## src/rtl/instr_fetch_unit.sv

```systemverilog
// Fetch stage of the multi-cycle 16-bit CPU: owns the PC, fetches words from
// instruction memory, holds each instruction until the datapath retires it,
// applies jump/branch redirects and parks in a halted state after HLT.
module instr_fetch_unit #(
    parameter int                    WORD_WIDTH  = 16,
    parameter logic [WORD_WIDTH-1:0] RESET_PC    = 16'h0000,
    parameter int                    COUNT_WIDTH = 16
) (
    input  logic                   clk,
    input  logic                   reset,
    output logic                   i_readM,
    output logic [WORD_WIDTH-1:0]  i_address,
    input  logic [WORD_WIDTH-1:0]  i_data,
    input  logic                   inputReady,
    input  logic                   instr_ack,
    input  logic                   redirect_valid,
    input  logic [WORD_WIDTH-1:0]  redirect_pc,
    output logic                   instr_valid,
    output logic [WORD_WIDTH-1:0]  instr,
    output logic [3:0]             opcode,
    output logic [5:0]             func,
    output logic [1:0]             rs,
    output logic [1:0]             rt,
    output logic [1:0]             rd,
    output logic [7:0]             imm,
    output logic [11:0]            target,
    output logic [WORD_WIDTH-1:0]  pc_plus1,
    output logic                   is_halted,
    output logic [COUNT_WIDTH-1:0] num_inst
);

    typedef enum logic [1:0] {
        S_FETCH,
        S_HOLD,
        S_HALT
    } state_t;

    localparam logic [WORD_WIDTH-1:0]  PC_ONE    = {{(WORD_WIDTH-1){1'b0}}, 1'b1};
    localparam logic [COUNT_WIDTH-1:0] COUNT_ONE = {{(COUNT_WIDTH-1){1'b0}}, 1'b1};

    state_t                state;
    state_t                next_state;
    logic [WORD_WIDTH-1:0] pc;
    logic                  fetch_fire;
    logic                  retire;
    logic                  held_is_hlt;

    // HLT is opcode F with function code 29; other F-group words retire normally.
    assign held_is_hlt = (instr[15:12] == 4'hF) && (instr[5:0] == 6'd29);

    // State register; reset drops any outstanding request by returning to fetch.
    always_ff @(posedge clk) begin
        if (reset) begin
            state <= S_FETCH;
        end else begin
            state <= next_state;
        end
    end

    // Next-state logic: a redirect in fetch suppresses capture of the returning word.
    always_comb begin
        next_state = state;
        fetch_fire = 1'b0;
        retire     = 1'b0;
        case (state)
            S_FETCH: begin
                if (!redirect_valid && inputReady) begin
                    fetch_fire = 1'b1;
                    next_state = S_HOLD;
                end
            end
            S_HOLD: begin
                if (instr_ack) begin
                    retire     = 1'b1;
                    next_state = held_is_hlt ? S_HALT : S_FETCH;
                end
            end
            S_HALT: begin
                next_state = S_HALT;
            end
            default: begin
                next_state = S_FETCH;
            end
        endcase
    end

    // PC, instruction register, link value and retired-instruction counter.
    always_ff @(posedge clk) begin
        if (reset) begin
            pc       <= RESET_PC;
            instr    <= '0;
            pc_plus1 <= '0;
            num_inst <= '0;
        end else begin
            if (state == S_FETCH && redirect_valid) begin
                pc <= redirect_pc;
            end else if (fetch_fire) begin
                instr    <= i_data;
                pc_plus1 <= pc + PC_ONE;
                pc       <= pc + PC_ONE;
            end else if (retire && redirect_valid) begin
                pc <= redirect_pc;
            end
            if (retire) begin
                num_inst <= num_inst + COUNT_ONE;
            end
        end
    end

    // The request is masked while reset is held so memory never sees a stale read.
    assign i_readM     = (state == S_FETCH) && !reset;
    assign i_address   = pc;
    assign instr_valid = (state == S_HOLD);
    assign is_halted   = (state == S_HALT);

    assign opcode = instr[15:12];
    assign func   = instr[5:0];
    assign rs     = instr[11:10];
    assign rt     = instr[9:8];
    assign rd     = instr[7:6];
    assign imm    = instr[7:0];
    assign target = instr[11:0];

endmodule

```

## config.mk

```make
export PLATFORM = sky130hd
export DESIGN_NAME = instr_fetch_unit
export DESIGN_NICKNAME = d
export VERILOG_FILES = /design/src/rtl/instr_fetch_unit.sv
export SDC_FILE = /design/constraint.sdc
export NUM_CORES = 1
export LEC_CHECK = 0
export CORE_MARGIN = 4
export CORE_UTILIZATION = 40
export CTS_CLUSTER_SIZE = 16
export DETAILED_ROUTE_END_ITERATION = 6
export HOLD_SLACK_MARGIN = 0.06
export PLACE_DENSITY = 0.76
export SYNTH_ARGS = -nofsm -noshare
export SYNTH_HDL_FRONTEND = slang
export SYNTH_SLANG_ARGS = --single-unit
```

## constraint.sdc

```tcl
create_clock -name clk -period 5.6 [get_ports clk]
set_input_delay 1.68 -clock clk [delete_from_list [all_inputs] [get_ports clk]]
set_output_delay 1.68 -clock clk [all_outputs]
set_load 0.02 [all_outputs]
```

Yosys cells after proc, flatten, opt, wreduce, memory -nomap -nowiden
Index checks and enable logic that the tools add are counted.
Cells by class
  muxes and demuxes: 11
  $add $sub $neg: 2
  reduce and logical (&&, ||, !) cells: 11
  bitwise logic cells: 1
  eq/ne operators: 6
Operators by type and width (number)
  $mux 16: 3
  $add 16x1->16 const B: 2
  $eq 6x5->1 const B: 1
  $mux 2: 3
  $pmux 2 s3: 1
  $logic_and 1x1->1: 5
  $eq 4x4->1 const B: 1
  $mux 1: 4
  $ne 2x2->1 const B: 2
  $reduce_and 2->1: 2
  $reduce_bool 3->1: 1
  $eq 2x1->1 const B: 1
  $eq 2x2->1 const B: 1
  $logic_not 1->1: 2
  $logic_not 2->1: 1
  $not 1->1: 1
Word-level totals
  input bits: 37
  output and inout bits: 103
  flip-flop bits (word level): 66

Longest topological paths before layout
Gate-level depths: netlist (run 1).
  depth after elaboration: 6
  depth in mapped cells: 7
  mapped depth without buffers: 5

Worst setup path before layout (run 1)
Ideal clock, no wire load.
  path kind: input-to-output
  from: input port reset
  to: output port i_readM
  cell stages on the path: 3
  arrival time: 2.513 ns
  path slack: 1.407 ns
  buffers on the path: 2
  path through: clkbuf_1 > clkbuf_1 > nor3_1
Between the ends
  longest elaborated chain between the ends: 2
Ends and longest elaborated chain
  start: declaration: line 10  | input logic reset,
  $logic_not 1->1: line 111  | assign i_readM = (state == S_FETCH) && !reset;
  $logic_and 1x1->1: line 111
  end: declaration: line 11  | output logic i_readM,
Every way passes these cells.

Worst setup path in the final report (run 1)
Ends and elaborated chain as after synthesis.

==> results of run 1 <==
[synth_stat cells (all sizes together), types with 4 or more instances]
cell type  count  share of area
a211oi        15          0.033
a21oi         38          0.056
buf           49           0.10
clkbuf        16          0.018
dfxtp         66           0.39
inv            6         0.0067
nand2         57          0.063
nand3         12          0.018
nand4         10          0.020
nor2          30          0.033
nor3           7          0.010
nor3b          4         0.0089
nor4           6          0.011
o21ai         10          0.015
o31ai          6          0.013
or3            7          0.013
or4            4         0.0089
xnor2         15          0.039
xor2           5          0.013
[sequential cells by signal, indices dropped and copies added, names as in the netlist]
name / flops
i_address: 16
instr: 16
num_inst: 16
pc_plus1: 16
state: 2
[metal layers]
| layer | vias up | share of wire |
|---|---|---|
| met5 | - | 0 |
| met4 | 0 | 0.011 |
| met3 | 10 | 0.077 |
| met2 | 97 | 0.48 |
| met1 | 1440 | 0.43 |
| li1 | 1590 | - |
[area by class of cell]
type / count / area, um2 / area share
multi-input cells: 273 / 1640 / 0.345
repair buffers: 142 / 1410 / 0.297
flip-flops and latches: 66 / 1320 / 0.278
clock buffers: 10 / 138 / 0.0290
well taps: 105 / 131 / 0.0277
clock inverters: 6 / 88.8 / 0.0187
inverters: 6 / 22.5 / 0.00475
[cell usage in the layout, fill, tap and decap left out, drive strengths merged, types with 3 or more instances in the layout]
| master | netlist | layout |
|---|---|---|
| nor2 | 30 | 30 |
| a21oi | 38 | 38 |
| nand2 | 57 | 57 |
| clkbuf | 16 | 10 |
| nand4 | 10 | 10 |
| a311oi | 3 | 3 |
| nor3b | 4 | 4 |
| o21a | 3 | 3 |
| a31oi | 3 | 3 |
| or3 | 7 | 7 |
| nor3 | 7 | 7 |
| xor2 | 5 | 5 |
| or4 | 4 | 4 |
| nor2b | 3 | 3 |
| dfxtp | 66 | 66 |
| nand2b | 3 | 3 |
| mux2i | 3 | 3 |
| nand3 | 12 | 12 |
| inv | 6 | 7 |
| and4 | 3 | 3 |
| clkdlybuf4s50 | 0 | 138 |
| o31ai | 6 | 6 |
| o21ai | 10 | 10 |
| xnor2 | 15 | 15 |
| buf | 49 | 4 |
| o211a | 3 | 3 |
| nor4 | 6 | 6 |
| a211oi | 15 | 15 |
[worst max-delay path, delay by kind of cell]
kind	cells	cell delay, ps
and+or+nand+nor	1	180
buffers and inverters	2	770
[power by group through the flow]
stage / clock network [mW] / registers [mW] / logic [mW]
finish: 0.461 / 0.522 / 0.217
global route: 0.492 / 0.527 / 0.233
CTS: 0.470 / 0.522 / 0.219
detailed placement: 0 / 0.533 / 0.218
global placement: 0 / 0.531 / 0.216
floorplan: 0 / 0.549 / 0.105
[worst max-delay path by stage]
stage	endpoint	slack, ps	cells past startpoint	start
2_1_floorplan	i_readM	1410	3	reset
4_1_cts	i_readM	1250	3	reset
3_3_place_gp	i_address[11]	1230	5	redirect_valid
5_1_grt	i_readM	1190	3	reset
6_report	i_readM	1290	3	reset
3_5_place_dp	i_address[11]	1190	5	redirect_valid
[cell families (layout without fill, tap and decap cells)]
kind of cell,count (synthesis),in the layout
AOI/OAI and AO/OA,93,93
xor gates and xnor gates,20,20
adders and majority gates,2,2
buffers and inverters,71,164
DFF,66,66
muxes,3,3
and+or+nand+nor,155,155
[stage by stage]
step	instances	hold WS (ps)	cell area (um2)
global route	608	485	4750
CTS	608	459	4750
detailed placement	592	448	4520
finish	608	454	4750
global placement	592	447	4520
floorplan	410	533	3370
==> Implementation_results.wiki, run 1 <==
{| class="wikitable"
! Metric !! Value
|-
| Result of the run || finished, final reports clean
|-
| Clk pin slew, worst setup/hold paths || 70 ps
|-
| Multiplexer fraction of the synthesized cell area || 0.00891
|-
| DRC || 0
|-
| Number of nets in the synthesized netlist || about 450
|-
| Length in cells of the worst reg-to-reg path || 4
|-
| Endpoint of the worst hold-timing path || pc_plus1[6]
|-
| CP Max Fanout || 2
|-
| Setup repair after global routing missed its margin || false
|-
| TritonCTS clock tree || done
|-
| Worst Hold Depth || 2
|-
| Number of DRC markers in iteration 0 || 117
|-
| Fraction of met1 tracks used by global routing || 0.239
|-
| # diodes || 0
|-
| MaxCap Viol Count || 0
|-
| Ratio of cells with drive above 1 in the final layout || 0.0517
|-
| Library cells used by synthesis || 52
|-
| Deepest clock path buffer count || 2
|-
| Starting density of the core || 0.410
|-
| Slew at the pin closest to its max-slew limit || between 1000 and 1500 ps
|-
| Netlist Area Pre-Place || about 3400 um2
|-
| Critical R2R Capture || i_address[11]
|-
| Buffers added on ports || between 100 and 150
|-
| Final HPWL DP || around 6.6 mm
|-
| Synthesis Warnings || 0
|-
| TritonRoute pass-1 iters || 4
|-
| Max IR drop VDD || ~0.00013 V
|-
| Flops & latches, synth || 66
|-
| Critical setup path kind || input pin to primary output
|-
| H-tree depth || 3
|-
| Proportion of power drawn by flip-flops and latches || 0.435
|-
| Max-Slew Margin vs Limit || 0.150
|-
| Post-Route Skew || between 10 and 15 ps
|-
| Setup total negative slack || 0 ps
|-
| Gate power share || 0.181
|-
| Post-Synthesis Cells || 410
|-
| Share of synthesized flip-flops with an asynchronous set or reset || 0
|-
| Portion of the clock cycle consumed by the worst path in the final layout || 0.769
|-
| Met2 Resource Use GR || 0.308
|-
| Place WS || around 1200 ps
|-
| Part of the total power dissipated in the clock network || 0.384
|-
| # Post-CTS Setup Buffers || 0
|-
| Worst R2R Start || state[1]
|-
| Cell-by-cell listing of the critical path || buf_2 > nor3_1 > clkdlybuf4s50_1
|-
| Master cell of the clock root buffer || clkbuf_8
|-
| Simple-gate portion of the synthesized area || 0.235
|-
| Xor/xnor cell area share of the yosys netlist || 0.0519
|-
| Hold Path Origin || pc_plus1[6]
|-
| GR Util met3 || 0.0632
|-
| Final Worst Setup Slack || 1290 ps
|-
| CTS resizes || 0
|-
| Clk_lat worst skew || between 300 and 400 ps
|-
| Number of clock sinks || between 60 and 70
|-
| Number of top-level design ports || 140
|-
| Most common flop cell mapped by yosys || dfxtp_1
|-
| TritonCTS buffer count || 9
|-
| Share of the yosys chip area belonging to registers || 0.392
|-
| Hold Path Class || flip-flop to flip-flop
|-
| Total leakage power || 1.61 nW
|-
| Global-route wire length before repair || between 15 and 20 mm
|-
| P_int || around 0.86 mW
|-
| Layout fillers || 740
|-
| Total number of vias || between 3000 and 4000
|-
| Total track usage || 0.189
|-
| Fin nets || approximately 540
|-
| Routability cong. || 0.839
|-
| Peak Freq || roughly 230 MHz
|-
| Pin count of the biggest net entering global routing || 73
|-
| Switching share of power || 0.281
|-
| R2R setup slack || ~3200 ps
|-
| Main combinational cell family by area after synthesis || simple AND/OR/NAND/NOR gates
|-
| Endpoint arrival time on the critical path || 2630 ps
|-
| Antenna Nets Post-Route || 0
|-
| Net switching power || 0.338 mW
|-
| WP data required || 3920 ps
|-
| Final hold viol count || 0
|-
| Count of final setup violators || 0
|-
| Slowest CP cell || clkdlybuf4s50_1
|-
| Number of synthesized flops with an enable pin || 0
|-
| Total die area || ~10000 um2
|-
| Wire length reported by the detailed router || between 9 and 10 mm
|-
| Count of pins over their slew limit || 0
|-
| Width of the chip || 99.8 um
|-
| Layout overhead on the synthesized area || 40.7%
|-
| Pwr dens || around 250 nW/um2
|-
| Category of the worst setup path capture point || primary output
|-
| Launching element type of the critical path || input pin
|-
| Number of global-route vias before repair || 3072
|-
| Post-layout minimum cycle time || 4310 ps
|-
| Power, Total || 1.20 mW
|-
| Syn Area/Cell || 8.22 um2
|-
| Core occupancy in the finished layout || 0.578
|-
| Initial antenna violation count || 0
|-
| Adder-cell area share of the yosys netlist || 0.00742
|-
| Compound-Gate Fraction of Synth Area || 0.180
|-
| Grt ovf || 0
|-
| Count of hold-fix buffers inserted at cts || 0
|-
| Highest cell delay on the worst timing path || approximately 660 ps
|-
| DR WL/cell || around 15 um
|-
| Chip Height || around 100 um
|-
| CORE AREA || around 8000 um2
|-
| Vias per cell || around 5.2
|-
| Row cnt || 33
|-
| Most Used Layer, Global Route || met2
|}
(Power assumes the default switching activity.)
==> run 2, diff against run 1 <==
==> constraint.sdc (replaced) <==
create_clock -name clk -period 4.4 [get_ports clk]
set_input_delay 1.32 -clock clk [delete_from_list [all_inputs] [get_ports clk]]
set_output_delay 1.32 -clock clk [all_outputs]
set_load 0.02 [all_outputs]
==> run 2 against run 1 <==
Clock skew decreased by 4.7 ps. Final area grew 0.47%. Critical path depth stayed put. Hold slack better by 2.9 ps. Die area did not move. Sequential share of layout area is 0.13 points lower. Combinational power up 29%. Power grew 27%. Critical path type unchanged. Critical endpoint unchanged. Largest power group unchanged. Highest routed layer unchanged.
==> Implementation_results.wiki, run 2 (synthesized netlist as in run 1, its figures left out) <==
{| class="wikitable"
! Metric !! Value
|-
| Result of the run || finished, final reports clean
|-
| Max-Slew Margin vs Limit || 0.499 (+0.349)
|-
| TritonCTS buffer count || 9 (unchanged)
|-
| Layout overhead on the synthesized area || 41.4%
|-
| Portion of the clock cycle consumed by the worst path in the final layout || 0.827
|-
| Routability cong. || 0.831 (-0.94%)
|-
| Setup repair after global routing missed its margin || false
|-
| Slew at the pin closest to its max-slew limit || 751 ps (-524 ps)
|-
| WP data required || 3080 ps (-840 ps)
|-
| Total leakage power || 1.62 nW (+0.90%)
|-
| Clk pin slew, worst setup/hold paths || 70 ps (about the same)
|-
| Buffers added on ports || 139 (unchanged)
|-
| Number of global-route vias before repair || 3111 (+1.3%)
|-
| Post-layout minimum cycle time || 3640 ps
|-
| Global-route wire length before repair || 15.2 mm (-0.63%)
|-
| Number of DRC markers in iteration 0 || 146 (+25%)
|-
| Worst Hold Depth || 2 (unchanged)
|-
| Critical setup path kind || input pin to primary output
|-
| Master cell of the clock root buffer || clkbuf_8
|-
| Final hold viol count || 0 (unchanged)
|-
| Fin nets || 540 (+0.56%)
|-
| Grt ovf || 0 (unchanged)
|-
| Launching element type of the critical path || input pin
|-
| Count of pins over their slew limit || 0 (unchanged)
|-
| Total die area || 9960 um2 (unchanged)
|-
| Non-filler cells, final || 611 (+0.49%)
|-
| DRC || 0 (unchanged)
|-
| Hold Path Class || flip-flop to flip-flop
|-
| Pin count of the biggest net entering global routing || 73 (unchanged)
|-
| Number of clock sinks || 66 (unchanged)
|-
| Post-Place Cells || 595 (+0.51%)
|-
| Total number of vias || 3206 (+2.2%)
|-
| Total track usage || 0.187 (-0.00236)
|-
| Row cnt || 33 (unchanged)
|-
| Setup total negative slack || 0 ps (unchanged)
|-
| Layout fillers || 740 (unchanged)
|-
| Peak Freq || 275 MHz
|-
| Starting density of the core || 0.410 (unchanged)
|-
| Hold Path Origin || pc_plus1[4]
|-
| Count of hold-fix buffers inserted at cts || 0 (unchanged)
|-
| Max IR drop VDD || 0.000163 V (+25%)
|-
| Post-Route Skew || 6.86 ps (-4.71 ps)
|-
| Deepest clock path buffer count || 2 (unchanged)
|-
| Most frequent standard cell in the layout excluding fill and tap cells || clkdlybuf4s50_1
|-
| MaxCap Viol Count || 0 (unchanged)
|-
| CTS resizes || 0 (unchanged)
|-
| R2R setup slack || 2280 ps (-940 ps)
|-
| Count of final setup violators || 0 (unchanged)
|-
| # diodes || 0 (unchanged)
|-
| Worst R2R Start || state[0]
|-
| Final HPWL DP || 6.65 mm (+0.94%)
|-
| Antenna Nets Post-Route || 0 (unchanged)
|-
| Clk_lat worst skew || 340 ps (-20 ps)
|-
| Category of the worst setup path capture point || primary output
|-
| Number of top-level design ports || 140 (unchanged)
|-
| TritonRoute pass-1 iters || 4 (unchanged)
|-
| Pwr dens || 320 nW/um2 (+26%)
|-
| DR WL/cell || 15.3 um (-0.17%)
|-
| Endpoint arrival time on the critical path || 2320 ps (-310 ps)
|-
| Vias per cell || 5.25 (+1.7%)
|-
| # Post-CTS Setup Buffers || 0 (unchanged)
|-
| CP Max Fanout || 2 (unchanged)
|-
| Top library cells by usage in the layout, fill and taps aside || clkdlybuf4s50_1, dfxtp_1, nand2_1
|-
| Wire length reported by the detailed router || 9.34 mm (+0.32%)
|-
| Ratio of cells with drive above 1 in the final layout || 0.0573 (+0.00562)
|-
| Chip Height || 99.8 um (unchanged)
|-
| TritonCTS clock tree || done
|-
| CORE AREA || 8220 um2 (unchanged)
|-
| Power, Total || 1.53 mW (+27%)
|-
| Critical R2R Capture || i_address[5]
|-
| Placed inst area || 4540 um2 (+0.50%)
|-
| Summed area of non-filler cells in the final layout || 4770 um2 (+0.47%)
|-
| Width of the chip || 99.8 um (unchanged)
|-
| Initial antenna violation count || 0 (unchanged)
|-
| Length in cells of the worst reg-to-reg path || 5 (+1)
|-
| Endpoint of the worst hold-timing path || pc_plus1[4]
|-
| H-tree depth || 3 (unchanged)
|}
## run 2: cell count changes in the layout (fill, tap and decap cells not counted)
cell	change
buf_4	+3
## run 2: worst max path at each step
stage / start / to / slack [ps] / cells past startpoint
finish: reset / i_readM / 760 / 3
global route: reset / i_readM / 680 / 3
CTS: reset / i_readM / 750 / 3
detailed placement: reset / i_readM / 770 / 3
global placement: reset / i_readM / 780 / 3
floorplan: reset / i_readM / 930 / 3
## run 2: per-stage QoR
step / hold slack, ps / worst slack [ps] / util
floorplan: 533 / 927 / -
global route: 484 / 683 / 0.580
CTS: 460 / 748 / 0.580
detailed placement: 450 / 766 / 0.553
finish: 457 / 761 / 0.580
global placement: 445 / 776 / 0.553
## run 2: report_power, final
part | leakage (nW) | switching (mW) | total, mW | internal (mW)
combinational | 0.973 | 0.141 | 0.279 | 0.139
clock | 0.109 | 0.247 | 0.582 | 0.335
sequential | 0.539 | 0.0382 | 0.664 | 0.626
total | 1.62 | 0.425 | 1.53 | 1.10
## run 2: area by class of cell
type                            instances  area (um2)  area share
Clock inverter                          6        88.8      0.0186
Tap cell                              105         131      0.0276
Sequential cell                        66        1320       0.277
Multi-Input combinational cell        273        1640       0.343
Timing Repair Buffer                  145        1430       0.300
Clock buffer                           10         138      0.0289
Inverter                                6        22.5     0.00472
## run 2: worst max-delay path, stage by stage
cell             delay (ps)
buf_2                   110
nor3_1                  220
clkdlybuf4s50_1         660
## run 2: routing by layer
layer | GRT usage | up-vias | wire (um) | part of all wire
met3 | 0.0612 | 6 | 579 | 0.062
met5 | 0 | - | 0 | 0
li1 | - | 1595 | - | -
met1 | 0.238 | 1502 | 4100 | 0.44
met4 | 0.0441 | 0 | 79 | 0.0085
met2 | 0.308 | 103 | 4580 | 0.49
==> run 3, diff against run 2 <==
==> constraint.sdc (replaced) <==
create_clock -name clk -period 3.6 [get_ports clk]
set_input_delay 1.08 -clock clk [delete_from_list [all_inputs] [get_ports clk]]
set_output_delay 1.08 -clock clk [all_outputs]
set_load 0.02 [all_outputs]
==> run 3 against run 2 <==
Routed wire length down 0.54%. Count of clock-buffer cells in the layout down 1. Die area unchanged. Cell count up 0.16%. Clock power up 5.5%. Largest cell class unchanged. Register-to-register slack worse by 700 ps. Critical endpoint unchanged.
==> Implementation_results.wiki, run 3 (synthesized netlist as in run 1, its figures left out) <==
{| class="wikitable"
! Metric !! Value
|-
| Ratio of cells with drive above 1 in the final layout || 0.0592 (+0.00186)
|-
| Number of global-route vias before repair || 3109 (-0.064%)
|-
| TritonCTS clock tree || done
|-
| Most frequent standard cell in the layout excluding fill and tap cells || clkdlybuf4s50_1
|-
| Buffers added on ports || 139 (unchanged)
|-
| Clk pin slew, worst setup/hold paths || 70 ps (about the same)
|-
| Post-Place Cells || 596 (+0.17%)
|-
| Total leakage power || 1.62 nW (-0.12%)
|-
| Max-Slew Margin vs Limit || 0.505 (+0.00570)
|-
| TritonCTS buffer count || 9 (unchanged)
|-
| DR WL/cell || 15.2 um (-0.70%)
|-
| Slowest CP cell || clkdlybuf4s50_1
|-
| Proportion of power drawn by flip-flops and latches || 0.459 (+0.024)
|-
| DRC || 0 (unchanged)
|-
| Routability cong. || 0.803 (-3.3%)
|-
| Grt ovf || 0 (unchanged)
|-
| Chip Height || 99.8 um (unchanged)
|-
| Post-layout minimum cycle time || just over 3000 ps
|-
| Number of top-level design ports || 140 (unchanged)
|-
| Net switching power || 0.514 mW (+21%)
|-
| Switching share of power || 0.291 (+0.0119)
|-
| # Post-CTS Setup Buffers || 0 (unchanged)
|-
| Wire length reported by the detailed router || 9.29 mm (-0.54%)
|-
| Placed inst area || 4560 um2 (+0.44%)
|-
| Master cell of the clock root buffer || clkbuf_8
|-
| Number of DRC markers in iteration 0 || 243 (+66%)
|-
| Setup repair after global routing missed its margin || false
|-
| Clk_lat worst skew || 340 ps (about the same)
|-
| H-tree depth || 3 (unchanged)
|-
| Final HPWL DP || 6.55 mm (-1.4%)
|-
| Endpoint arrival time on the critical path || 1990 ps (-330 ps)
|-
| Pin count of the biggest net entering global routing || 73 (unchanged)
|-
| CTS resizes || 0 (unchanged)
|-
| Portion of the clock cycle consumed by the worst path in the final layout || 0.853
|-
| WP data required || 2520 ps (-560 ps)
|-
| # diodes || 0 (unchanged)
|-
| Total number of vias || 3211 (+0.16%)
|-
| Count of hold-fix buffers inserted at cts || 0 (unchanged)
|-
| Hold Path Class || flip-flop to flip-flop
|-
| Pwr dens || 372 nW/um2 (+16%)
|-
| Cell-by-cell listing of the critical path || buf_2 > nor3_1 > clkdlybuf4s50_1
|-
| TritonRoute pass-1 iters || 4 (unchanged)
|-
| CP Max Fanout || 2 (unchanged)
|-
| Summed area of non-filler cells in the final layout || 4760 um2 (-0.26%)
|-
| Launching element type of the critical path || input pin
|-
| Global-route wire length before repair || 15.1 mm (-0.68%)
|-
| Non-filler cells, final || 612 (+0.16%)
|-
| Final hold viol count || 0 (unchanged)
|-
| Critical setup path kind || input pin to primary output
|-
| Post-Route Skew || 9.18 ps (+2.32 ps)
|-
| Top library cells by usage in the layout, fill and taps aside || clkdlybuf4s50_1, dfxtp_1, nand2_1
|-
| Width of the chip || 99.8 um (unchanged)
|-
| CORE AREA || 8220 um2 (unchanged)
|-
| Result of the run || finished, final reports clean
|-
| Number of clock sinks || 66 (unchanged)
|-
| Count of pins over their slew limit || 0 (unchanged)
|-
| P_int || 1.25 mW (+14%)
|-
| Final Worst Setup Slack || 529 ps (-232 ps)
|-
| Highest cell delay on the worst timing path || 660 ps (about the same)
|-
| Part of the total power dissipated in the clock network || 0.347 (-0.035)
|-
| Gate power share || 0.194 (+0.011)
|-
| Deepest clock path buffer count || 2 (unchanged)
|-
| Peak Freq || approximately 330 MHz
|-
| Setup total negative slack || 0 ps (unchanged)
|-
| Antenna Nets Post-Route || 0 (unchanged)
|-
| Max IR drop VDD || 0.000239 V (+47%)
|-
| Category of the worst setup path capture point || primary output
|-
| Layout overhead on the synthesized area || 41.0%
|-
| Fin nets || 541 (+0.19%)
|-
| Starting density of the core || 0.410 (unchanged)
|-
| MaxCap Viol Count || 0 (unchanged)
|-
| Initial antenna violation count || 0 (unchanged)
|-
| Core occupancy in the finished layout || 0.579 (-0.00152)
|-
| Total die area || 9960 um2 (unchanged)
|-
| Slew at the pin closest to its max-slew limit || 742 ps (-8.55 ps)
|-
| Total track usage || 0.185 (-0.00190)
|-
| Row cnt || 33 (unchanged)
|-
| Place WS || 499 ps (-267 ps)
|-
| Vias per cell || 5.25 (about the same)
|-
| Count of final setup violators || 0 (unchanged)
|}
==> run 3: cell count changes in the layout (fill, tap and decap cells not counted) <==
cell        before  now
inv_6            1    0
bufinv_16        2    1
clkinv_4         0    2
buf_12           0    1
clkbuf_8        10    9
clkinv_2         1    3
clkinvlp_4       2    1
==> run 3: per-stage QoR <==
| step | power [mW] | hold WS [ps] |
|---|---|---|
| floorplan | 1.02 | 533 |
| global placement | 1.17 | 446 |
| CTS | 1.79 | 458 |
| global route | 1.85 | 495 |
| finish | 1.77 | 453 |
| detailed placement | 1.17 | 448 |
==> run 3: routing by layer <==
layer  global-route usage  vias to the layer above  routed length [um]
met5                    0                        -                   0
met4               0.0525                        0                 147
met2                0.302                      104                4500
met3               0.0605                       14                 603
met1                0.234                     1504                4040
li1                     -                     1589                   -
==> run 3: cell type report <==
| class | instances | area, um2 |
|---|---|---|
| sequential | 66 | 1320 |
| clock buffer | 9 | 124 |
| timing repair buffer | 146 | 1450 |
| inverter | 6 | 22.5 |
| multi-input combinational | 273 | 1640 |
| clock inverter | 7 | 70.1 |
| tap | 105 | 131 |
| fill | 736 | 3460 |
==> run 3: worst max-delay path, delay by kind of cell <==
| family | cells | cell delay (ps) |
|---|---|---|
| and+or+nand+nor | 1 | 150 |
| buffers and inverters | 2 | 760 |
==> run 3: worst paths after layout <==
path	start	end	slack, ps	cells after the start
max reg2reg	i_address[2]	i_address[11]	1580	4
min reg2reg	pc_plus1[6]	pc_plus1[6]	450	2
max	reset	i_readM	530	3
min	pc_plus1[6]	pc_plus1[6]	450	2
==> run 3: power by group through the flow <==
stage / Sequential [mW] / Combinational [mW] / Clock, mW
2_1_floorplan: 0.854 / 0.164 / 0
3_3_place_gp: 0.826 / 0.342 / 0
3_5_place_dp: 0.828 / 0.345 / 0
4_1_cts: 0.812 / 0.346 / 0.633
5_1_grt: 0.819 / 0.368 / 0.664
6_report: 0.812 / 0.343 / 0.614
